<file path="src/rtl/mem_stage.sv">
// Memory-access pipeline stage: issues load/store requests on a grant/response bus,
// formats load data and holds the upstream pipeline while an access is outstanding.
module mem_stage #(
   parameter int MAX_WAIT = 16
) (
   input  logic        clk_i,
   input  logic        rst_i,
   input  logic        valid_i,
   input  logic        mem_read_i,
   input  logic        mem_write_i,
   input  logic [2:0]  funct3_i,
   input  logic [31:0] alu_result_i,
   input  logic [31:0] store_data_i,
   input  logic [4:0]  rd_addr_i,
   input  logic        reg_write_i,
   input  logic        mem_to_reg_i,
   output logic        data_req_o,
   output logic        data_we_o,
   output logic [3:0]  data_be_o,
   output logic [31:0] data_addr_o,
   output logic [31:0] data_wdata_o,
   input  logic        data_gnt_i,
   input  logic        data_rvalid_i,
   input  logic [31:0] data_rdata_i,
   output logic [31:0] read_data_o,
   output logic [31:0] alu_result_o,
   output logic [4:0]  rd_addr_o,
   output logic        reg_write_o,
   output logic        mem_to_reg_o,
   output logic        stall_o,
   output logic        access_err_o,
   output logic        timeout_o
);

   localparam int CW = $clog2(MAX_WAIT + 1);

   typedef enum logic [1:0] {
      IDLE        = 2'd0,
      WAIT_GNT    = 2'd1,
      WAIT_RVALID = 2'd2,
      DONE        = 2'd3
   } state_t;

   state_t         state_r, state_next_s;
   logic [CW-1:0]  cnt_r;
   logic [31:0]    rdata_r;
   logic           timeout_r;

   logic           access_s, misalign_s, bad_code_s, legal_s, err_s;
   logic           timeout_hit_s;
   logic [1:0]     off_s;

   function automatic logic [3:0] byte_enable(input logic [2:0] f3, input logic [1:0] off);
      case (f3[1:0])
         2'b00:   byte_enable = 4'b0001 << off;
         2'b01:   byte_enable = 4'b0011 << off;
         2'b10:   byte_enable = 4'b1111;
         default: byte_enable = 4'b0000;
      endcase
   endfunction

   function automatic logic [31:0] store_lanes(input logic [2:0] f3, input logic [31:0] d);
      case (f3[1:0])
         2'b00:   store_lanes = {4{d[7:0]}};
         2'b01:   store_lanes = {2{d[15:0]}};
         default: store_lanes = d;
      endcase
   endfunction

   function automatic logic [31:0] load_format(input logic [2:0] f3, input logic [1:0] off,
                                               input logic [31:0] d);
      logic [31:0] sh;
      sh = d >> {off, 3'b000};
      case (f3)
         3'b000:  load_format = {{24{sh[7]}}, sh[7:0]};
         3'b001:  load_format = {{16{sh[15]}}, sh[15:0]};
         3'b100:  load_format = {24'h000000, sh[7:0]};
         3'b101:  load_format = {16'h0000, sh[15:0]};
         default: load_format = d;
      endcase
   endfunction

   assign off_s         = alu_result_i[1:0];
   assign access_s      = valid_i & (mem_read_i | mem_write_i);
   assign data_addr_o   = {alu_result_i[31:2], 2'b00};
   assign data_we_o     = mem_write_i;
   assign data_be_o     = byte_enable(funct3_i, off_s);
   assign data_wdata_o  = store_lanes(funct3_i, store_data_i);
   assign alu_result_o  = alu_result_i;
   assign rd_addr_o     = rd_addr_i;
   assign mem_to_reg_o  = mem_to_reg_i;
   assign timeout_o     = timeout_r;

   // Access legality: alignment and funct3 codes valid for the access direction
   always_comb begin
      misalign_s = ((funct3_i[1:0] == 2'b10) && (off_s != 2'b00)) ||
                   ((funct3_i[1:0] == 2'b01) && off_s[0]);
      if (mem_write_i) begin
         bad_code_s = (funct3_i != 3'b000) && (funct3_i != 3'b001) && (funct3_i != 3'b010);
      end else begin
         bad_code_s = (funct3_i == 3'b011) || (funct3_i == 3'b110) || (funct3_i == 3'b111);
      end
      err_s   = (state_r == IDLE) && access_s && (misalign_s || bad_code_s);
      legal_s = access_s && !misalign_s && !bad_code_s;
   end

   // Abort when the last permitted wait cycle passes without progress
   always_comb begin
      if ((state_r == WAIT_GNT) && !data_gnt_i) begin
         timeout_hit_s = (cnt_r == CW'(MAX_WAIT - 1));
      end else if ((state_r == WAIT_RVALID) && !data_rvalid_i) begin
         timeout_hit_s = (cnt_r == CW'(MAX_WAIT - 1));
      end else begin
         timeout_hit_s = 1'b0;
      end
   end

   // State, wait counter, captured load data and timeout pulse
   always_ff @(posedge clk_i or negedge rst_i) begin
      if (!rst_i) begin
         state_r   <= IDLE;
         cnt_r     <= '0;
         rdata_r   <= 32'h0000_0000;
         timeout_r <= 1'b0;
      end else begin
         state_r   <= state_next_s;
         timeout_r <= timeout_hit_s;
         if ((state_r == WAIT_GNT) || (state_r == WAIT_RVALID)) begin
            cnt_r <= cnt_r + CW'(1);
         end else begin
            cnt_r <= '0;
         end
         if ((state_r == WAIT_RVALID) && data_rvalid_i) begin
            rdata_r <= load_format(funct3_i, off_s, data_rdata_i);
         end else if (timeout_hit_s) begin
            rdata_r <= 32'h0000_0000;
         end else begin
            rdata_r <= rdata_r;
         end
      end
   end

   // Next-state logic
   always_comb begin
      state_next_s = state_r;
      case (state_r)
         IDLE: begin
            if (legal_s && data_gnt_i) begin
               state_next_s = mem_write_i ? DONE : WAIT_RVALID;
            end else if (legal_s) begin
               state_next_s = WAIT_GNT;
            end else begin
               state_next_s = IDLE;
            end
         end
         WAIT_GNT: begin
            if (data_gnt_i) begin
               state_next_s = mem_write_i ? DONE : WAIT_RVALID;
            end else if (timeout_hit_s) begin
               state_next_s = DONE;
            end else begin
               state_next_s = WAIT_GNT;
            end
         end
         WAIT_RVALID: begin
            if (data_rvalid_i || timeout_hit_s) begin
               state_next_s = DONE;
            end else begin
               state_next_s = WAIT_RVALID;
            end
         end
         DONE:    state_next_s = IDLE;
         default: state_next_s = IDLE;
      endcase
   end

   // Request, stall and writeback outputs; reset forces the handshake quiet
   always_comb begin
      data_req_o   = 1'b0;
      stall_o      = 1'b0;
      read_data_o  = 32'h0000_0000;
      case (state_r)
         IDLE: begin
            data_req_o = legal_s;
            stall_o    = legal_s;
         end
         WAIT_GNT: begin
            data_req_o = 1'b1;
            stall_o    = 1'b1;
         end
         WAIT_RVALID: begin
            stall_o    = 1'b1;
         end
         DONE: begin
            read_data_o = rdata_r;
         end
         default: begin
            data_req_o = 1'b0;
         end
      endcase
      if (!rst_i) begin
         data_req_o = 1'b0;
         stall_o    = 1'b0;
      end else begin
         data_req_o = data_req_o;
      end
      access_err_o = err_s;
      reg_write_o  = rst_i & reg_write_i & ~stall_o & ~err_s & ~timeout_r;
   end

endmodule

</file>
<file path="config.mk">
export PLATFORM = sky130hd
export DESIGN_NAME = mem_stage
export DESIGN_NICKNAME = d
export VERILOG_FILES = /design/src/rtl/mem_stage.sv
export SDC_FILE = /design/constraint.sdc
export NUM_CORES = 1
export LEC_CHECK = 0
export CAP_MARGIN = 20
export CELL_PAD_IN_SITES_DETAIL_PLACEMENT = 0
export CELL_PAD_IN_SITES_GLOBAL_PLACEMENT = 1
export CORE_MARGIN = 3
export CORE_UTILIZATION = 24
export CTS_CLUSTER_SIZE = 10
export DETAILED_ROUTE_END_ITERATION = 8
export PLACE_DENSITY_LB_ADDON = 0.1
export SLEW_MARGIN = 10
export SYNTH_ARGS = -nofsm -noshare
export SYNTH_HDL_FRONTEND = slang
export SYNTH_SLANG_ARGS = --single-unit
export TNS_END_PERCENT = 1
</file>
<file path="constraint.sdc">
create_clock -name clk_i -period 2 [get_ports clk_i]
set_input_delay 0.4 -clock clk_i [delete_from_list [all_inputs] [get_ports clk_i]]
set_output_delay 0.4 -clock clk_i [all_outputs]
set_load 0.02 [all_outputs]
</file>
==> reports/qor.yml, run 1 <==
grtUsageMet1: 0.1870
initial_core_util: 0.2489
vias: 3185
multi_input_area_mm2: 0.001821
design.core.area_mm2: 0.01404
p_per_area_mw_per_mm2: 685.2
power_uw: 3410
fmax_mhz: 486.5
routed_wl_mm: 11.76
diodes: 0
yosys-top-cells-area: "dfrtp_1 (29%), buf_4 (17%), mux2i_1 (7.7%), and2_1 (6.4%), mux2_2 (5.5%)"
drc: 0
ff_latch_area_mm2: 0.001001
cts_tree: "yes"
synth.largest_area_cell: "dfrtp_1"
fp.dieW_um: 126.7
final_common_cell: "clkdlybuf4s50_1"
grt_pass1_vias: 3225
crit_path_start_kind: "input port"
cp_max_fo: 3
grt_usage: 0.1423
via_per_inst: 4.705
violations: "negative setup slack"
nNetsFinal: 616
die_area_mm2: 0.01605
power_frac_seq: 0.359
finalClockSkew_ns: 0.006584
port_buffers: 152
drive_above_1_share: 0.3078
finalCriticalPeriod_ns: 2.055
cts-root-buf: "clkbuf_16"
syn_to_final_growth_pct: 42.39
p_int_uw: 2474
rrSetupSlack_ns: 0.15
hold_buffers: 0
cts.clk_slew.worst_paths_ns: 0.06
fp-row-count: 43
slew_headroom: 0.5475
startpoint: "funct3_i[0]"
synth_cells: 396
postLayoutCoreUtil: 0.3544
hold_viol: 0
grt_antenna_before_repair: 0
grt_pass1_wl_mm: 18.22
yosys_warnings: 0
r2r-end: "rdata_r[26]$_DFFE_PN0P_"
grt-ovfl-total: 0
numCtsBuffers: 5
fillers: 1470
dp_hpwl_mm: 9.229
endpoint_kind: "output port"
htreeDepth: 2
grt_use_met3: 0.04253
synth_top_area_frac: 0.2864
maxCapViolations: 0
min_path_type: "in -> async"
cts_buffer_depth: 2
finalSetupViolations: 2
ant_nets: 0
worst_pin_slew_ns: 0.6787
drtPass1Iterations: 4
gp_congestion: 0.8063
ios: 257
rsz0062_at_grt: "yes"
ys_ff_latch: 40
clock_latency_ns: 0.28
maxSlewViolCount: 0
comb_power_share: 0.299
outcome: "finished, violations left"
worst_slack_ns: -0.05539
fin_crit_sh: 1.028
routedWlPerCell_um: 17.37
critPathRequiredTime_ns: 1.60
rr_startpoint: "cnt_r[0]$_DFF_PN0_"
syn_area_mm2: 0.003495
p_sw_frac: 0.2743
met2_usage: 0.2270
crit_type: "in -> out"
clkPwrFrac: 0.342
ys_seq_area_frac: 0.2864
clock-sinks: 40
arrival_ns: 1.66
most-common-layout-cells: "clkdlybuf4s50_1 (77), buf_4 (41), dfrtp_1 (40), nand2_1 (38), and2_1 (36)"
reg2reg_depth: 7
synth_area_per_cell_um2: 8.825
ir_drop_mv: 0.4395
die_h_um: 126.7
busiest_layer: "met2"
yosys.cell_types.count: 41
leakagePower_uw: 0.002312
grt_max_degree: 44
dr.first_iter.drc_count: 183
fin_hold_ws_ns: 0.1155
setup_tns_ns: -0.1101
power.switching_uw: 935.4
==> routing by layer <==
| metal | share of wire | vias to the layer above | wire (µm) |
|---|---|---|---|
| li1 | - | 1504 | - |
| met1 | 0.44 | 1506 | 5146 |
| met2 | 0.46 | 153 | 5439 |
| met3 | 0.084 | 22 | 985 |
| met4 | 0.016 | 0 | 186 |
| met5 | 0 | - | 0 |
==> power groups by stage <==
stage	Combinational, µW	Clock, µW	Sequential [µW]
floorplan	766	0	1190
global placement	1040	0	1230
detailed placement	1050	0	1240
CTS	1020	1190	1230
global route	1130	1220	1270
finish	1020	1160	1230
==> what timing repair did <==
item / 4_1_cts / 5_1_grt
resized for setup: 183 / 53
setup buffers: 0 / 3
endpoints found under the setup margin: 95 / 78
gates cloned: 0 / 0
hold endpoints to repair: 0 / 0
pin swaps: 5 / 6
==> state kept, by name, summed over array words and instances (netlist names) <==
register / count
cnt_r: 5
rdata_r: 32
state_r: 2
timeout_o: 1
==> cell type report <==
type / instances / share of cell area
multi-input combinational: 244 / 0.3659
timing repair buffer: 198 / 0.3392
sequential: 40 / 0.2012
tap: 180 / 0.04526
clock buffer: 5 / 0.02514
clock inverter: 3 / 0.01810
inverter: 7 / 0.005280
==> critical path, stage by stage <==
cell	delay, ns
clkbuf_2	0.10
buf_4	0.14
a221o_1	0.42
a21oi_4	0.21
buf_4	0.13
o21a_1	0.13
buf_6	0.12
==> logic make-up after synthesis <==
family / share of synthesized area
buffers and inverters: 0.2112
adder cells (fa/ha/maj): 0.02506
other: 0.001073
XOR/XNOR: 0.005013
multiplexers: 0.1386
flip-flops: 0.2864
AND/OR/NAND/NOR: 0.1497
AO/OA/AOI/OAI: 0.1830
==> synthesized netlist by cell type <==
library cell / number
a21oi_1: 13
a221o_1: 7
a221o_2: 10
a22o_1: 1
a22oi_1: 1
a2bb2oi_1: 7
a31oi_1: 1
and2_1: 36
and3_1: 2
buf_1: 3
buf_2: 2
buf_4: 79
buf_6: 2
clkbuf_1: 20
clkinv_1: 1
conb_1: 1
dfrtp_1: 40
ha_1: 7
inv_1: 6
mux2_2: 17
mux2i_1: 27
mux4_2: 1
nand2_1: 38
nand2b_1: 2
nand3_1: 1
nor2_1: 11
nor2b_1: 4
nor3_1: 1
nor3b_1: 1
nor4b_4: 1
o211ai_1: 1
o21a_1: 2
o21ai_0: 27
o221ai_1: 8
o22ai_1: 3
o2bb2ai_1: 7
or3_1: 1
or3b_2: 1
or4_1: 1
xnor2_1: 1
xor2_1: 1
==> metrics by stage <==
stage                     cell area (µm²)  worst slack [ns]  std cells
after floorplan                      3522          -0.07489        397
after global placement               4918           -0.9514        666
after detailed placement             4918           -0.9577        666
after CTS                            5099           -0.1749        674
after global routing                 4976           -0.1435        677
final                                4976          -0.05539        677
==> worst max path at each step <==
| stage | end | slack (ns) |
|---|---|---|
| 2_1_floorplan | stall_o | -0.07 |
| 3_3_place_gp | stall_o | -0.95 |
| 3_5_place_dp | stall_o | -0.96 |
| 4_1_cts | stall_o | -0.17 |
| 5_1_grt | stall_o | -0.14 |
| 6_report | data_req_o | -0.06 |
(Power assumes the default switching activity.)
==> run 2, diff against run 1 <==
ABC_AREA = 1   (was default)
CAP_MARGIN = default   (was 20)
CORE_MARGIN = default   (was 3)
CORE_UTILIZATION = 22   (was 24)
==> run 2 against run 1 <==
Against the previous run: the run now ends clean; largest power group unchanged; sequential power hardly changed; routed wire length is 6.4% higher; clock power is 10% lower; hold slack worse by 0.012 ns.
==> reports/qor.yml, run 2 <==
final_common_cell: "nand2_1"
leakagePower_uw: 0.002869
path_buf_inv: 3
numCtsBuffers: 5
routed_wl_mm: 12.51
synth_cells: 595
clock_latency_ns: 0.29
power_frac_seq: 0.371
grt_pass1_vias: 3722
die_h_um: 130.6
hold_buffers: 0
die_area_mm2: 0.01706
cts.clk_slew.worst_paths_ns: 0.06
port_buffers: 152
outcome: "finished, final reports clean"
vias: 3806
drive_above_1_share: 0.1883
grt_max_degree: 41
ys_ff_latch: 40
fin_crit_sh: 0.9994
ios: 257
dp_hpwl_mm: 10.10
crit_chain: "clkdlybuf4s50_1 > o21ai_1 > nor2_4 > buf_4 > nand2_2 > nand2_1 > nor2_1 > buf_4"
grt_usage: 0.1498
postSynth.asyncResetShare: 1.000
syn_to_final_growth_pct: 39.95
largest_reg_flops: 32
comb_power_share: 0.306
ys.flop_type: "dfrtp_1"
clkPwrFrac: 0.323
grt_pass1_wl_mm: 19.44
regMostFlops: "rdata_r"
crit_type: "in -> out"
cp_common_cell: "buf_4"
clock-sinks: 40
maxSlewViolCount: 0
synth.largest_area_cell: "dfrtp_1"
p_sw_frac: 0.3091
synth_most_common_cell: "nand2_1"
critical_path.top_delay_family: "buffers and inverters"
hold_viol: 0
arrival_ns: 1.60
nNetsFinal: 821
fp-row-count: 46
critPathRequiredTime_ns: 1.60
slowest_delay_ns: 0.40
netlist_top_cells_count: "nand2_1 (242), buf_4 (80), nor2_1 (67), inv_1 (59), dfrtp_1 (40)"
fmax_mhz: 500.3
initial_core_util: 0.2275
rsz0062_at_grt: "yes"
cts_tree: "yes"
design.core.area_mm2: 0.01600
fillers: 1841
most-common-layout-cells: "nand2_1 (240), clkdlybuf4s50_1 (77), nor2_1 (64), inv_1 (56), buf_4 (55)"
syn_area_mm2: 0.003640
htreeDepth: 2
power.switching_uw: 997.0
finalClockSkew_ns: 0.008603
grt-ovfl-total: 0
endpoint_kind: "output port"
fp.dieW_um: 130.6
ant_nets: 0
yosys-top-cells-area: "dfrtp_1 (28%), nand2_1 (25%), buf_4 (17%), nor2_1 (6.9%), inv_1 (6.1%)"
cts-root-buf: "clkbuf_16"
cp_max_fo: 2
yosys_warnings: 0
synth_top_area_frac: 0.2750
multi_input_area_mm2: 0.001759
p_int_uw: 2229
finalSetupViolations: 0
min_path_type: "in -> async"
p_per_area_mw_per_mm2: 633.3
fin_hold_ws_ns: 0.1040
ir_drop_mv: 0.2574
drc: 0
maxCapViolations: 0
routedWlPerCell_um: 13.64
yosys.cell_types.count: 24
largestRegisters: "rdata_r (32), cnt_r (5), state_r (2)"
crit_slowest_cell: "clkdlybuf4s50_1"
gp_congestion: 0.8133
cts_buffer_depth: 2
via_per_inst: 4.150
crit_path_start_kind: "input port"
power_uw: 3226
diodes: 0
ys_seq_area_frac: 0.2750
ff_latch_area_mm2: 0.001001
synth_area_per_cell_um2: 6.117
grt_antenna_before_repair: 0
dr.first_iter.drc_count: 184
finalCriticalPeriod_ns: 1.999
synth_edf_count: 0
drtPass1Iterations: 4
[run 2: final timing paths]
kind                                    startpoint                       to  cells after the start  slack (ns)
worst max-delay path                    mem_read_i              reg_write_o                      8       0.001
worst min-delay path                         rst_i       cnt_r[3]$_DFF_PN0_                      2        0.10
worst max register to register  cnt_r[0]$_DFF_PN0_   rdata_r[7]$_DFFE_PN0P_                      9        0.26
worst min register to register  cnt_r[0]$_DFF_PN0_       cnt_r[0]$_DFF_PN0_                      1        0.46
max in group asynchronous                    rst_i  rdata_r[17]$_DFFE_PN0P_                      2        1.58
min in group clk_i              cnt_r[0]$_DFF_PN0_       cnt_r[0]$_DFF_PN0_                      1        0.46
[run 2: stage by stage]
| step | util | setup WS, ns | TNS (ns) | instance area (µm²) | cells |
|---|---|---|---|---|---|
| 2_1_floorplan | - | 0.09048 | 0 | 3643 | 596 |
| 3_3_place_gp | 0.3179 | -0.7277 | -25.70 | 5086 | 909 |
| 3_5_place_dp | 0.3179 | -0.7667 | -26.68 | 5086 | 909 |
| 4_1_cts | 0.3244 | -0.1288 | -0.5193 | 5190 | 916 |
| 5_1_grt | 0.3183 | -0.09455 | -0.4230 | 5094 | 917 |
| 6_report | 0.3183 | 0.001182 | 0 | 5094 | 917 |
[run 2: cells by family after synthesis]
| logic type | Yosys count | share of synthesized area |
|---|---|---|
| AND/OR/NAND/NOR | 339 | 0.3692 |
| adder cells (fa/ha/maj) | 7 | 0.02406 |
| other | 1 | 0.001030 |
| flip-flops | 40 | 0.2750 |
| buffers and inverters | 160 | 0.2527 |
| AO/OA/AOI/OAI | 48 | 0.07803 |
[run 2: repair_timing]
action | in CTS | in global routing
buffers inserted | 0 | 1
pin swaps | 3 | 5
endpoints found under the setup margin | 70 | 57
resized for setup | 198 | 58
[run 2: metal layers]
metal | share of wire | track usage
met1 | 0.45 | 0.1891
met5 | 0 | 0
met2 | 0.46 | 0.2527
met3 | 0.073 | 0.03990
met4 | 0.013 | 0.03719
[run 2: power by group through the flow]
stage | Sequential, µW | Combinational (µW) | Clock [µW]
6_report | 1200 | 988 | 1040
3_3_place_gp | 1210 | 1020 | 0
2_1_floorplan | 1170 | 730 | 0
3_5_place_dp | 1210 | 1030 | 0
4_1_cts | 1200 | 992 | 1070
5_1_grt | 1230 | 1120 | 1100
[run 2: layout make-up]
cell class,count,share of cell area
Multi-Input combinational cell,396,0.3454
Inverter,60,0.04422
Tap cell,216,0.05306
Clock buffer,5,0.02456
Timing Repair Buffer,198,0.3245
Sequential cell,40,0.1965
Clock inverter,2,0.01179
[run 2: worst register-to-register path: stages (launching register included)]
cell and delay, ns:
dfrtp_1 0.40, ha_1 0.21, nand2_1 0.08, nor2_1 0.05, ha_1 0.21, o21ai_0 0.20
nand2_1 0.07, inv_1 0.10, buf_12 0.20, a22o_1 0.16
